### src/rtl/vga_plot_arbiter_pkg.sv
// rtl/vga_plot_arbiter_pkg.sv - shared widths, screen limits, colours and state codes
package vga_plot_arbiter_pkg;
  localparam int X_W   = 8;
  localparam int Y_W   = 7;
  localparam int C_W   = 3;
  localparam int IDX_W = 3;

  localparam int SCREEN_W = 160;
  localparam int SCREEN_H = 120;

  localparam logic [C_W-1:0] BLACK = 3'b000;
  localparam logic [C_W-1:0] BLUE  = 3'b001;
  localparam logic [C_W-1:0] WHITE = 3'b111;

  localparam logic [0:0] ARB    = 1'b0;
  localparam logic [0:0] LOCKED = 1'b1;
endpackage

### src/rtl/rr_priority_pick.sv
// rtl/rr_priority_pick.sv - rotating-priority one-hot selector starting at ptr
module rr_priority_pick
  import vga_plot_arbiter_pkg::*;
#(
  parameter int NREQ = 3
) (
  input  logic [NREQ-1:0]  req,
  input  logic [IDX_W-1:0] ptr,
  output logic [NREQ-1:0]  grant,
  output logic [IDX_W-1:0] idx
);

  always_comb begin
    int  j;
    logic found;
    grant = '0;
    idx   = '0;
    found = 1'b0;
    j     = 0;
    for (int k = 0; k < NREQ; k++) begin
      j = (int'(ptr) + k) % NREQ;
      if (!found && req[j]) begin
        found    = 1'b1;
        grant[j] = 1'b1;
        idx      = IDX_W'(j);
      end
    end
  end

endmodule

### src/rtl/vga_plot_arbiter.sv
// rtl/vga_plot_arbiter.sv - round-robin arbiter with burst lock for the VGA write port
module vga_plot_arbiter
  import vga_plot_arbiter_pkg::*;
#(
  parameter int NREQ  = 3,
  parameter int X_MAX = SCREEN_W,
  parameter int Y_MAX = SCREEN_H
) (
  input  logic                CLOCK_50,
  input  logic                reset,
  input  logic [NREQ-1:0]     req,
  input  logic [NREQ-1:0]     lock,
  input  logic [NREQ*X_W-1:0] x_in,
  input  logic [NREQ*Y_W-1:0] y_in,
  input  logic [NREQ*C_W-1:0] colour_in,
  output logic [NREQ-1:0]     ack,
  output logic [X_W-1:0]      vga_x,
  output logic [Y_W-1:0]      vga_y,
  output logic [C_W-1:0]      vga_colour,
  output logic                vga_plot,
  output logic [IDX_W-1:0]    grant_id,
  output logic                locked
);

  logic [0:0]       state;
  logic [IDX_W-1:0] ptr;
  logic [IDX_W-1:0] owner;

  logic [NREQ-1:0]  pick_grant;
  logic [IDX_W-1:0] pick_idx;
  logic [IDX_W-1:0] win;
  logic             xfer;
  logic             lock_w;
  logic [X_W-1:0]   x_w;
  logic [Y_W-1:0]   y_w;
  logic [C_W-1:0]   c_w;
  logic             visible;

  function automatic logic [IDX_W-1:0] wrap_inc(input logic [IDX_W-1:0] i);
    if (int'(i) >= NREQ - 1) return '0;
    return i + IDX_W'(1);
  endfunction

  rr_priority_pick #(.NREQ(NREQ)) u_pick (
    .req   (req),
    .ptr   (ptr),
    .grant (pick_grant),
    .idx   (pick_idx)
  );

  // While locked only the owner may be acked; reset suppresses every ack.
  always_comb begin
    ack = '0;
    win = pick_idx;
    if (!reset) begin
      if (state == LOCKED) begin
        win = owner;
        for (int i = 0; i < NREQ; i++)
          if (IDX_W'(i) == owner) ack[i] = req[i];
      end else begin
        ack = pick_grant;
      end
    end
  end

  assign xfer = |(req & ack);

  always_comb begin
    x_w    = '0;
    y_w    = '0;
    c_w    = '0;
    lock_w = 1'b0;
    for (int i = 0; i < NREQ; i++) begin
      if (IDX_W'(i) == win) begin
        x_w    = x_in[i*X_W +: X_W];
        y_w    = y_in[i*Y_W +: Y_W];
        c_w    = colour_in[i*C_W +: C_W];
        lock_w = lock[i];
      end
    end
  end

  assign visible = (int'(x_w) < X_MAX) && (int'(y_w) < Y_MAX);

  always_ff @(posedge CLOCK_50) begin
    if (reset) begin
      state      <= ARB;
      ptr        <= '0;
      owner      <= '0;
      vga_x      <= '0;
      vga_y      <= '0;
      vga_colour <= BLACK;
      vga_plot   <= 1'b0;
      grant_id   <= '0;
    end else begin
      vga_plot <= xfer & visible;
      if (xfer) begin
        vga_x      <= x_w;
        vga_y      <= y_w;
        vga_colour <= c_w;
        grant_id   <= win;
        ptr        <= wrap_inc(win);
        if (lock_w) begin
          state <= LOCKED;
          owner <= win;
        end else begin
          state <= ARB;
        end
      end else if (state == LOCKED && !lock_w) begin
        // Owner dropped both req and lock: release without a transfer.
        state <= ARB;
        ptr   <= wrap_inc(owner);
      end
    end
  end

  assign locked = (state == LOCKED);

endmodule

### config.mk
export PLATFORM = sky130hd
export DESIGN_NAME = vga_plot_arbiter
export DESIGN_NICKNAME = d
export VERILOG_FILES = /design/src/rtl/vga_plot_arbiter_pkg.sv /design/src/rtl/rr_priority_pick.sv /design/src/rtl/vga_plot_arbiter.sv
export SDC_FILE = /design/constraint.sdc
export NUM_CORES = 1
export LEC_CHECK = 0
export BUFFER_PORTS_ARGS = -buffer_cell sky130_fd_sc_hd__buf_2
export CAP_MARGIN = 20
export CORE_UTILIZATION = 58
export DETAILED_ROUTE_END_ITERATION = 8
export PLACE_DENSITY = 0.93
export SLEW_MARGIN = 0
export SYNTH_ARGS = -nofsm -noshare
export SYNTH_HDL_FRONTEND = slang
export SYNTH_SLANG_ARGS = --single-unit
### constraint.sdc
create_clock -name CLOCK_50 -period 10.8 [get_ports CLOCK_50]
set_clock_uncertainty 0.2 [all_clocks]
set_input_delay 0.54 -clock CLOCK_50 [delete_from_list [all_inputs] [get_ports CLOCK_50]]
set_output_delay 0.54 -clock CLOCK_50 [all_outputs]
set_load 0.005 [all_outputs]
==> metrics.txt <==
outcome finished clean; r2r startpoint ptr[0]$_SDFFE_PP0P_; Clk Latency, worst-skew pair 0.28 ns; GRT Util Overall 0.322; crit path launch type register; PortBufs 87; Final #Nets 583; Root Driver clkbuf_8; Synth top cells by count nand2_1, o21ai_0, dfxtp_1, ha_1; Max Root-Sink Buffers 2; synthesized netlist cell count 425; RSZ-0062 raised after global routing false; initial core utilization 0.621; setup TNS 0 ns; maxcap violations 0; # DRC 0; Vias per Instance 6.79; crit path capture type register; area grow syn2layout 16.8%; DRT Pass-1 Iters 5; cts repair resizes 0; cts hold-fix bufs 0; Total Wirelength 9920 µm; dpl hpwl 7340 µm; switching share of power 0.519; Synth async-reset ratio 0; synthesized area 3270 µm²; largest net degree at the start of global routing 41; Hold WC Path Type register to register; Gate power share 0.810; via count 3821; Clock Power Share 0.071; Synth top area share 0.177; core box area 5270 µm²; Hold Vio Cnt, Final 0; critical path peak fanout 28; die height 77.1 µm; Cell Pwr Density 371 nW/µm²; yosys warns 0; Post-CTS Setup Inserts 0; Synth area leaders dfxtp_1, ha_1, a22oi_1; WHS 0.279 ns; WP data required 10.81 ns; global-route wire length before repair 15700 µm; cts bufs inserted 5; sw power 0.737 mW; post-synth top area cell dfxtp_1; crit path DAT 7.63 ns; startpoint of the worst hold path vga_y[1]$_SDFFE_PP0P_; share of layout cells above drive strength 1 0.274; synthesis-stage register bit count 29; Fill cells 411; relative max-transition margin 0.409; Core Rows 26; CP Launch Point ptr[0]$_SDFFE_PP0P_; minimum clock period 7.62 ns; vias in the first global route 3477; sequential share of the synthesized area 0.177; Netlist cell types 78; initial antenna violation count 0; Slew Viols, Final 0; Leakage Power 1.77 nW; setup violators final 0; Antenna Nets Post-Route 0; fmax 0.131 GHz; Int Pwr 0.683 mW; TritonCTS clock tree built; Routability Congestion 0.960; DIE AREA 5950 µm²; Top FF cell, synth dfxtp_1; Sequential Power Share 0.119; Worst Tran Pin Value 0.883 ns; Post-Syn Nets 516; n_diodes 0; Reg clk slew, reported paths 0.07 ns; Tcrit/Tclk final 0.706; EDFF count, synth 0; count leader, synth nand2_1; worst vdd ir 0.000304 V; drt initial violations 406; clock sink total 29; syn_area_per_cell 7.70 µm²; die width 77.1 µm; Top Ports 88; drt wl/cell 17.6 µm; crit path kind register to register; grt total ovfl 0; H-tree depth 2
-- logic make-up after synthesis --
logic type,after synthesis,synth area share
AND/OR/NAND/NOR,137,0.231
flip-flops,29,0.177
buffers and inverters,50,0.0623
AO/OA/AOI/OAI,169,0.384
multiplexers,5,0.0157
adder cells (fa/ha/maj),29,0.111
XOR/XNOR,6,0.0183
-- critical path, stage by stage, from the launching register on --
cell,delay [ns]
dfxtp_1,0.31
buf_4,0.29
ha_1,0.30
xor2_1,0.72
nor2_1,0.14
inv_1,0.14
ha_1,0.39
inv_1,0.16
nand3_1,0.10
a32oi_1,0.18
ha_1,0.33
a311oi_4,0.41
a211oi_2,0.17
a31o_4,0.26
or3_1,0.39
or3_1,0.37
o22ai_1,0.41
ha_1,0.72
a22oi_1,0.19
nor2_1,0.14
a21oi_1,0.05
or4b_1,0.65
a21oi_1,0.28
a32oi_1,0.09
o21ai_1,0.14
-- metal layers --
metal / vias up / GRT usage / share of wire
met5: - / 0 / 0
met3: 35 / 0.0667 / 0.083
met1: 1781 / 0.410 / 0.41
li1: 1766 / - / -
met4: 0 / 0.115 / 0.030
met2: 239 / 0.533 / 0.47
-- sequential cells by signal (all words and copies together) (netlist names) --
signal,count
owner,3
vga_plot,1
locked,1
vga_colour,3
ptr,3
grant_id,3
vga_y,7
vga_x,8
-- power by group through the flow --
stage | sequential, mW | combinational [mW] | clock [mW]
floorplan | 0.169 | 0.860 | 0
global placement | 0.169 | 1.04 | 0
detailed placement | 0.170 | 1.08 | 0
CTS | 0.169 | 1.09 | 0.100
global route | 0.173 | 1.26 | 0.106
finish | 0.169 | 1.15 | 0.101
-- worst paths after layout --
check             slack [ns]                    end  cells after the start
hold reg to reg         0.28  vga_y[1]$_SDFFE_PP0P_                      1
hold / removal          0.28  vga_y[1]$_SDFFE_PP0P_                      1
setup / recovery        3.18    ptr[1]$_SDFFE_PP0P_                     24
setup reg to reg        3.18    ptr[1]$_SDFFE_PP0P_                     24
-- cell type report --
type                            instances  area, µm²  share of cell area
Sequential cell                        29        581               0.152
Clock buffer                            7       96.3              0.0252
Timing Repair Buffer                   92        493               0.129
Inverter                               18       67.6              0.0177
Tap cell                               70       87.6              0.0229
Clock inverter                          1       5.00             0.00131
Multi-Input combinational cell        346       2490               0.652
-- cell usage in the layout, fill, tap and decap left out, types with 5 or more instances in the layout --
cell / count
nand3b_1: 5
buf_2: 87
and3_1: 20
nor2b_1: 5
nand3_1: 6
nor4_1: 5
a21oi_1: 23
a21o_1: 8
nand2_1: 38
a31o_2: 16
dfxtp_1: 29
ha_1: 29
a211oi_1: 8
inv_1: 16
clkbuf_8: 7
a22oi_1: 20
nor2_1: 19
o21ai_0: 30
nor3_1: 8
nand2b_1: 5
-- per-stage QoR --
stage	utilization	instances	setup WS [ns]	cell area (µm²)	power, mW
detailed placement	0.700	553	2.95	3690	1.25
floorplan	-	425	4.32	3270	1.03
finish	0.726	563	3.18	3820	1.42
global placement	0.700	553	3.38	3690	1.21
global route	0.726	563	2.76	3820	1.54
CTS	0.719	561	2.92	3790	1.36
Power figures use the tool's default switching activity.
